--- src/rtl/rd_mst_arbiter.sv ---
// Round-robin sharing of one AXI read master and its return stream between the
// IFM and WGT buffer requesters of conv_engine.
module rd_mst_arbiter #(
   parameter int DATA_WIDTH     = 512,
   parameter int ADDR_WIDTH     = 64,
   parameter int BEAT_CNT_WIDTH = 32
) (
   input  logic                  clk,
   input  logic                  rst_n,
   input  logic                  ifm_req,
   input  logic [ADDR_WIDTH-1:0] ifm_addr,
   input  logic [ADDR_WIDTH-1:0] ifm_size,
   output logic                  ifm_done,
   input  logic                  wgt_req,
   input  logic [ADDR_WIDTH-1:0] wgt_addr,
   input  logic [ADDR_WIDTH-1:0] wgt_size,
   output logic                  wgt_done,
   output logic                  rmst_start,
   output logic [ADDR_WIDTH-1:0] rmst_addr,
   output logic [ADDR_WIDTH-1:0] rmst_size,
   input  logic                  rmst_done,
   input  logic                  axis_rmst_tvalid,
   input  logic [DATA_WIDTH-1:0] axis_rmst_tdata,
   output logic                  axis_rmst_tready,
   output logic                  axis_ifm_tvalid,
   output logic [DATA_WIDTH-1:0] axis_ifm_tdata,
   input  logic                  axis_ifm_tready,
   output logic                  axis_wgt_tvalid,
   output logic [DATA_WIDTH-1:0] axis_wgt_tdata,
   input  logic                  axis_wgt_tready,
   output logic                  grant_id,
   output logic                  busy
);
   // state | meaning
   // IDLE  | no transfer; arbitrate between pending requests
   // ISSUE | one-cycle start pulse to the read master
   // XFER  | steer beats to the granted buffer, wait for all beats and rmst_done
   // DONE  | one-cycle done pulse to the granted buffer
   typedef enum logic [1:0] {IDLE, ISSUE, XFER, DONE} state_t;

   localparam int BYTES      = DATA_WIDTH / 8;
   localparam int BEAT_SHIFT = $clog2(BYTES);
   localparam logic [ADDR_WIDTH-1:0] BYTE_MASK = ADDR_WIDTH'(BYTES - 1);

   state_t                    state_q, state_d;
   logic                      grant_q, grant_d;
   logic                      last_grant_q, last_grant_d;
   logic [ADDR_WIDTH-1:0]     addr_q, addr_d;
   logic [ADDR_WIDTH-1:0]     size_q, size_d;
   logic [BEAT_CNT_WIDTH-1:0] exp_beats_q, exp_beats_d;
   logic [BEAT_CNT_WIDTH-1:0] beat_cnt_q, beat_cnt_d;
   logic                      done_seen_q, done_seen_d;

   logic                      pick;
   logic [ADDR_WIDTH-1:0]     req_size;
   logic [ADDR_WIDTH-1:0]     beats_full;
   logic [BEAT_CNT_WIDTH-1:0] beat_cnt_inc;
   logic                      in_xfer, beats_left, ds_tready, xfer_hs, done_any;

   always_comb begin
      in_xfer          = (state_q == XFER);
      beats_left       = (beat_cnt_q < exp_beats_q);
      ds_tready        = grant_q ? axis_wgt_tready : axis_ifm_tready;
      axis_rmst_tready = in_xfer & ds_tready & beats_left;
      axis_ifm_tvalid  = in_xfer & ~grant_q & axis_rmst_tvalid & beats_left;
      axis_wgt_tvalid  = in_xfer & grant_q & axis_rmst_tvalid & beats_left;
      axis_ifm_tdata   = axis_rmst_tdata;
      axis_wgt_tdata   = axis_rmst_tdata;
      xfer_hs          = axis_rmst_tvalid & axis_rmst_tready;
      beat_cnt_inc     = beat_cnt_q + BEAT_CNT_WIDTH'(xfer_hs);
      done_any         = done_seen_q | rmst_done;

      // Tie goes to whoever was not served last; single requester always wins.
      pick       = (ifm_req & wgt_req) ? ~last_grant_q : wgt_req;
      req_size   = pick ? wgt_size : ifm_size;
      // Shift plus remainder test instead of add-then-shift so sizes near the
      // top of the address range cannot wrap.
      beats_full = (req_size >> BEAT_SHIFT) + ADDR_WIDTH'((req_size & BYTE_MASK) != '0);
   end

   always_comb begin
      state_d      = state_q;
      grant_d      = grant_q;
      last_grant_d = last_grant_q;
      addr_d       = addr_q;
      size_d       = size_q;
      exp_beats_d  = exp_beats_q;
      beat_cnt_d   = beat_cnt_q;
      done_seen_d  = done_seen_q;
      unique case (state_q)
         IDLE: begin
            if (ifm_req | wgt_req) begin
               grant_d     = pick;
               addr_d      = pick ? wgt_addr : ifm_addr;
               size_d      = req_size;
               exp_beats_d = BEAT_CNT_WIDTH'(beats_full);
               state_d     = (req_size == '0) ? DONE : ISSUE;
            end
         end
         ISSUE: begin
            done_seen_d = done_any;
            state_d     = XFER;
         end
         XFER: begin
            beat_cnt_d  = beat_cnt_inc;
            done_seen_d = done_any;
            if (done_any && (beat_cnt_inc == exp_beats_q)) state_d = DONE;
         end
         DONE: begin
            last_grant_d = grant_q;
            beat_cnt_d   = '0;
            done_seen_d  = 1'b0;
            state_d      = IDLE;
         end
         default: state_d = IDLE;
      endcase
   end

   always_ff @(posedge clk) begin
      if (!rst_n) begin
         state_q      <= IDLE;
         grant_q      <= 1'b0;
         last_grant_q <= 1'b1;
         addr_q       <= '0;
         size_q       <= '0;
         exp_beats_q  <= '0;
         beat_cnt_q   <= '0;
         done_seen_q  <= 1'b0;
      end else begin
         state_q      <= state_d;
         grant_q      <= grant_d;
         last_grant_q <= last_grant_d;
         addr_q       <= addr_d;
         size_q       <= size_d;
         exp_beats_q  <= exp_beats_d;
         beat_cnt_q   <= beat_cnt_d;
         done_seen_q  <= done_seen_d;
      end
   end

   assign rmst_start = (state_q == ISSUE);
   assign ifm_done   = (state_q == DONE) & ~grant_q;
   assign wgt_done   = (state_q == DONE) & grant_q;
   assign busy       = (state_q != IDLE);
   assign grant_id   = grant_q;
   assign rmst_addr  = addr_q;
   assign rmst_size  = size_q;

endmodule

--- config.mk ---
export PLATFORM = sky130hd
export DESIGN_NAME = rd_mst_arbiter
export DESIGN_NICKNAME = d
export VERILOG_FILES = /design/src/rtl/rd_mst_arbiter.sv
export SDC_FILE = /design/constraint.sdc
export NUM_CORES = 1
export LEC_CHECK = 0
export CAP_MARGIN = 20
export CORE_AREA = 5 5 753 755
export CTS_BUF_LIST = sky130_fd_sc_hd__clkbuf_4 sky130_fd_sc_hd__clkbuf_8
export CTS_CLUSTER_DIAMETER = 60
export CTS_CLUSTER_SIZE = 25
export DETAILED_ROUTE_END_ITERATION = 8
export DIE_AREA = 0 0 758 760
export HOLD_SLACK_MARGIN = 0.08
export PLACE_DENSITY = 0.3
export SYNTH_ARGS = -nofsm -noshare
export SYNTH_HDL_FRONTEND = slang
export SYNTH_SLANG_ARGS = --single-unit
--- constraint.sdc ---
create_clock -name clk -period 5.1 [get_ports clk]
set_clock_uncertainty 0.1 [all_clocks]
set_input_delay 0.51 -clock clk [delete_from_list [all_inputs] [get_ports clk]]
set_output_delay 0.51 -clock clk [all_outputs]
set_load 0.02 [all_outputs]
==> qor.csv <==
metric,value,unit
floorplan.initialDensity,0.0340,
grt_use_total,0.115,
multi_input_area,6980,sq um
grt_setup_unrepaired,false,
cts_tree,built,
crit_type,flip-flop to flip-flop,
cts.sinks,197,
layout_commonest_cell,clkdlybuf4s50_1,
period_share,0.947,
globalplace.congestion,0.885,
hpwl,320,mm
r2r_cells,22,
clock_latency,0.71,ns
die_area,576000,sq um
min_period,4.83,ns
fin_cells,9439,
synth_edf_count,0,
drc,0,
drive_gt1_frac,0.124,
cts_max_level,4,
setup_viol,0,
r2r_slack,0.27,ns
seqCellArea,3950,sq um
wl_met1,68.9,mm
hold_viol,0,
hold_end,rmst_addr[25],
cpMostUsedCell,a21o_1,
place_ws,-0.0583,ns
startpoint_type,flip-flop,
hp-class,input port to flip-flop,
wl_met3,119,mm
wl_met2,143,mm
nFillCells,66400,
viasPerCell,1.64,
synth_ff_type,dfxtp_1,
clockBufferDepth,3,
wl_per_cell,36.4,um
top_layer,met5,
p_per_area,219,nW/um^2
max_stage_delay,0.54,ns
grt-ovfl-total,0,
avgSynthCellArea,7.70,sq um
clkTransAtPathRegs,0.21,ns
core,559000,sq um
crit_start,exp_beats_q[25],
r2r_start,exp_beats_q[25],
ant_nets,0,
stdcell_area,26300,sq um
vias,15400,
synth.net_count,3283,
port_buffers,399,
synth.distinct_cells,73,
clock_tree.root_cell,clkbuf_8,
yosys_warnings,0,
maxCapViolCount,0,
end_kind,flip-flop,
areaGrowthSynthToFinish,38.5,%
crit_path_top_delay_cell,or4b_4,
drt_iter0_drc,1016,
grt_first_pass_wirelength,382,mm
yosysSeqAreaShare,0.208,
dpl_cell_area,25600,sq um
die-height,760,um
crit_chain,inv_1 -> ha_1 -> a21o_1 -> a21o_1 -> a21o_1 -> a21o_1 -> a21o_1 -> a21o_1 -> a211o_1 -> nor4b_4 -> buf_4 -> ha_4 -> nand4_1 -> nor4_2 -> buf_4 -> buf_12 -> nand4_1 -> xnor2_2 -> o2111ai_2 -> or4b_4 -> o21ai_2 -> mux2i_1,
grt_pass1_vias,15400,
cp_max_fo,8,
setup_ws,0.272,ns
power_leakage,6.84,nW
numCtsBuffers,21,
ir_worst_vdd,144,uV
die_w,758,um
async_flop_share,0,
layout_common_cells,"395 x clkdlybuf4s50_1, 264 x nand2_1, 195 x dfxtp_1, 189 x nor2_1, 147 x buf_4",
fmax,207,MHz
synth_area,19000,sq um
relSlewSlack,0.238,
ys_seq_elements,197,
drv_slew,0,
drt-pass1-iter-count,5,
postSynthCellCount,2467,
antenna_found_initial,61,
min_from,wgt_addr[25],
drt-total-wl,343,mm
status,completed,
dp.cells,9362,
worst_pin_slew,1.14,ns
grt_max_degree,135,
rows,275,
io_pins,1936,
final_nets,2741,
hold_depth,3,
cp.required,5.66,ns
r2r_end,state_q[1],
cp.arrival,5.39,ns
[logic make-up (layout without fill, tap and decap cells)]
kind of cell | count (synthesis) | after routing | synth area share
buffers and inverters | 1177 | 645 | 0.439
AND/OR/NAND/NOR | 670 | 670 | 0.165
AO/OA/AOI/OAI | 258 | 258 | 0.101
flip-flops | 197 | 197 | 0.208
XOR/XNOR | 86 | 86 | 0.0396
adder cells (fa/ha/maj) | 40 | 40 | 0.0263
multiplexers | 39 | 39 | 0.0213
other | 0 | 25 | 0
[metal layers]
metal,vias to the layer above,track usage
li1,6140,-
met3,397,0.187
met5,-,0.00459
met1,6819,0.0656
met2,2043,0.171
met4,38,0.0312
[cell usage after synthesis, drive strengths merged (5+ instances only)]
master / instances / area (sq um)
xnor2: 44 / 385
inv: 45 / 169
a211oi: 37 / 278
o21ai: 27 / 139
a311oi: 99 / 867
nor2b: 5 / 31.3
a21o: 15 / 113
mux2i: 38 / 393
nor4b: 5 / 43.8
buf: 1055 / 7880
clkbuf: 77 / 289
nor2: 190 / 713
nand2b: 5 / 31.3
dfxtp: 197 / 3940
nand4: 39 / 265
and3: 12 / 75.1
and2: 5 / 31.3
xor2: 42 / 368
nand3: 44 / 230
nor3: 27 / 140
nor4: 39 / 312
ha: 40 / 500
or3: 15 / 93.8
nand2: 264 / 991
a21oi: 45 / 225
[worst max path at each step]
| stage | end | slack, ns | depth (start not counted) |
|---|---|---|---|
| 2_1_floorplan | state_q[1] | 0.33 | 20 |
| 3_3_place_gp | state_q[1] | -0.27 | 20 |
| 3_5_place_dp | exp_beats_q[24] | -0.06 | 12 |
| 4_1_cts | state_q[1] | 0.06 | 21 |
| 5_1_grt | state_q[1] | 0.006 | 20 |
| 6_report | state_q[1] | 0.27 | 22 |
[power breakdown]
group / total [mW] / switching, mW / internal (mW)
combinational: 2.26 / 1.39 / 0.875
sequential: 1.88 / 0.132 / 1.75
clock: 1.61 / 1.07 / 0.537
[registers in the layout, summed over array words and instances, names as in the netlist]
signal        count
rmst_addr        64
state_q           2
exp_beats_q      32
done_seen_q       1
grant_id          1
rmst_size        64
last_grant_q      1
beat_cnt_q       32
[repair_timing]
| action | 4_1_cts | 5_1_grt |
|---|---|---|
| buffers inserted | 0 | 1 |
| endpoints found under the setup margin | 2 | 2 |
| pin swaps | 0 | 8 |
| gates resized for setup | 1 | 14 |
| hold buffers | 18 | 0 |
| endpoints found under the hold margin | 17 | 0 |
[layout make-up]
| cell class | instances | share of cell area |
|---|---|---|
| tap | 7479 | 0.356 |
| multi-input combinational | 1093 | 0.265 |
| timing repair buffer | 567 | 0.204 |
| sequential | 197 | 0.150 |
| clock buffer | 23 | 0.0118 |
| inverter | 45 | 0.00670 |
| clock inverter | 10 | 0.00485 |
| antenna | 25 | 0.00238 |
[critical path: cells and delay by family, from the launching register on]
family / cells / cell delay, ns
compound gates: 9 / 1.55
xor+xnor: 1 / 0.22
fa+ha+maj: 2 / 0.44
buf+inv: 4 / 0.52
flops: 1 / 0.35
mux: 1 / 0.18
simple gates: 5 / 1.41
[through the flow]
stage | hold WS, ns | total power [mW] | TNS [ns] | utilization
4_1_cts | 0.0825 | 6.03 | 0 | 0.0468
5_1_grt | 0.146 | 6.15 | 0 | 0.0470
6_report | 0.238 | 5.75 | 0 | 0.0471
2_1_floorplan | 0.356 | 3.98 | 0 | -
3_3_place_gp | 0.380 | 4.24 | -0.567 | 0.0457
3_5_place_dp | 0.382 | 4.24 | -0.0951 | 0.0457
Power figures use the tool's default switching activity.
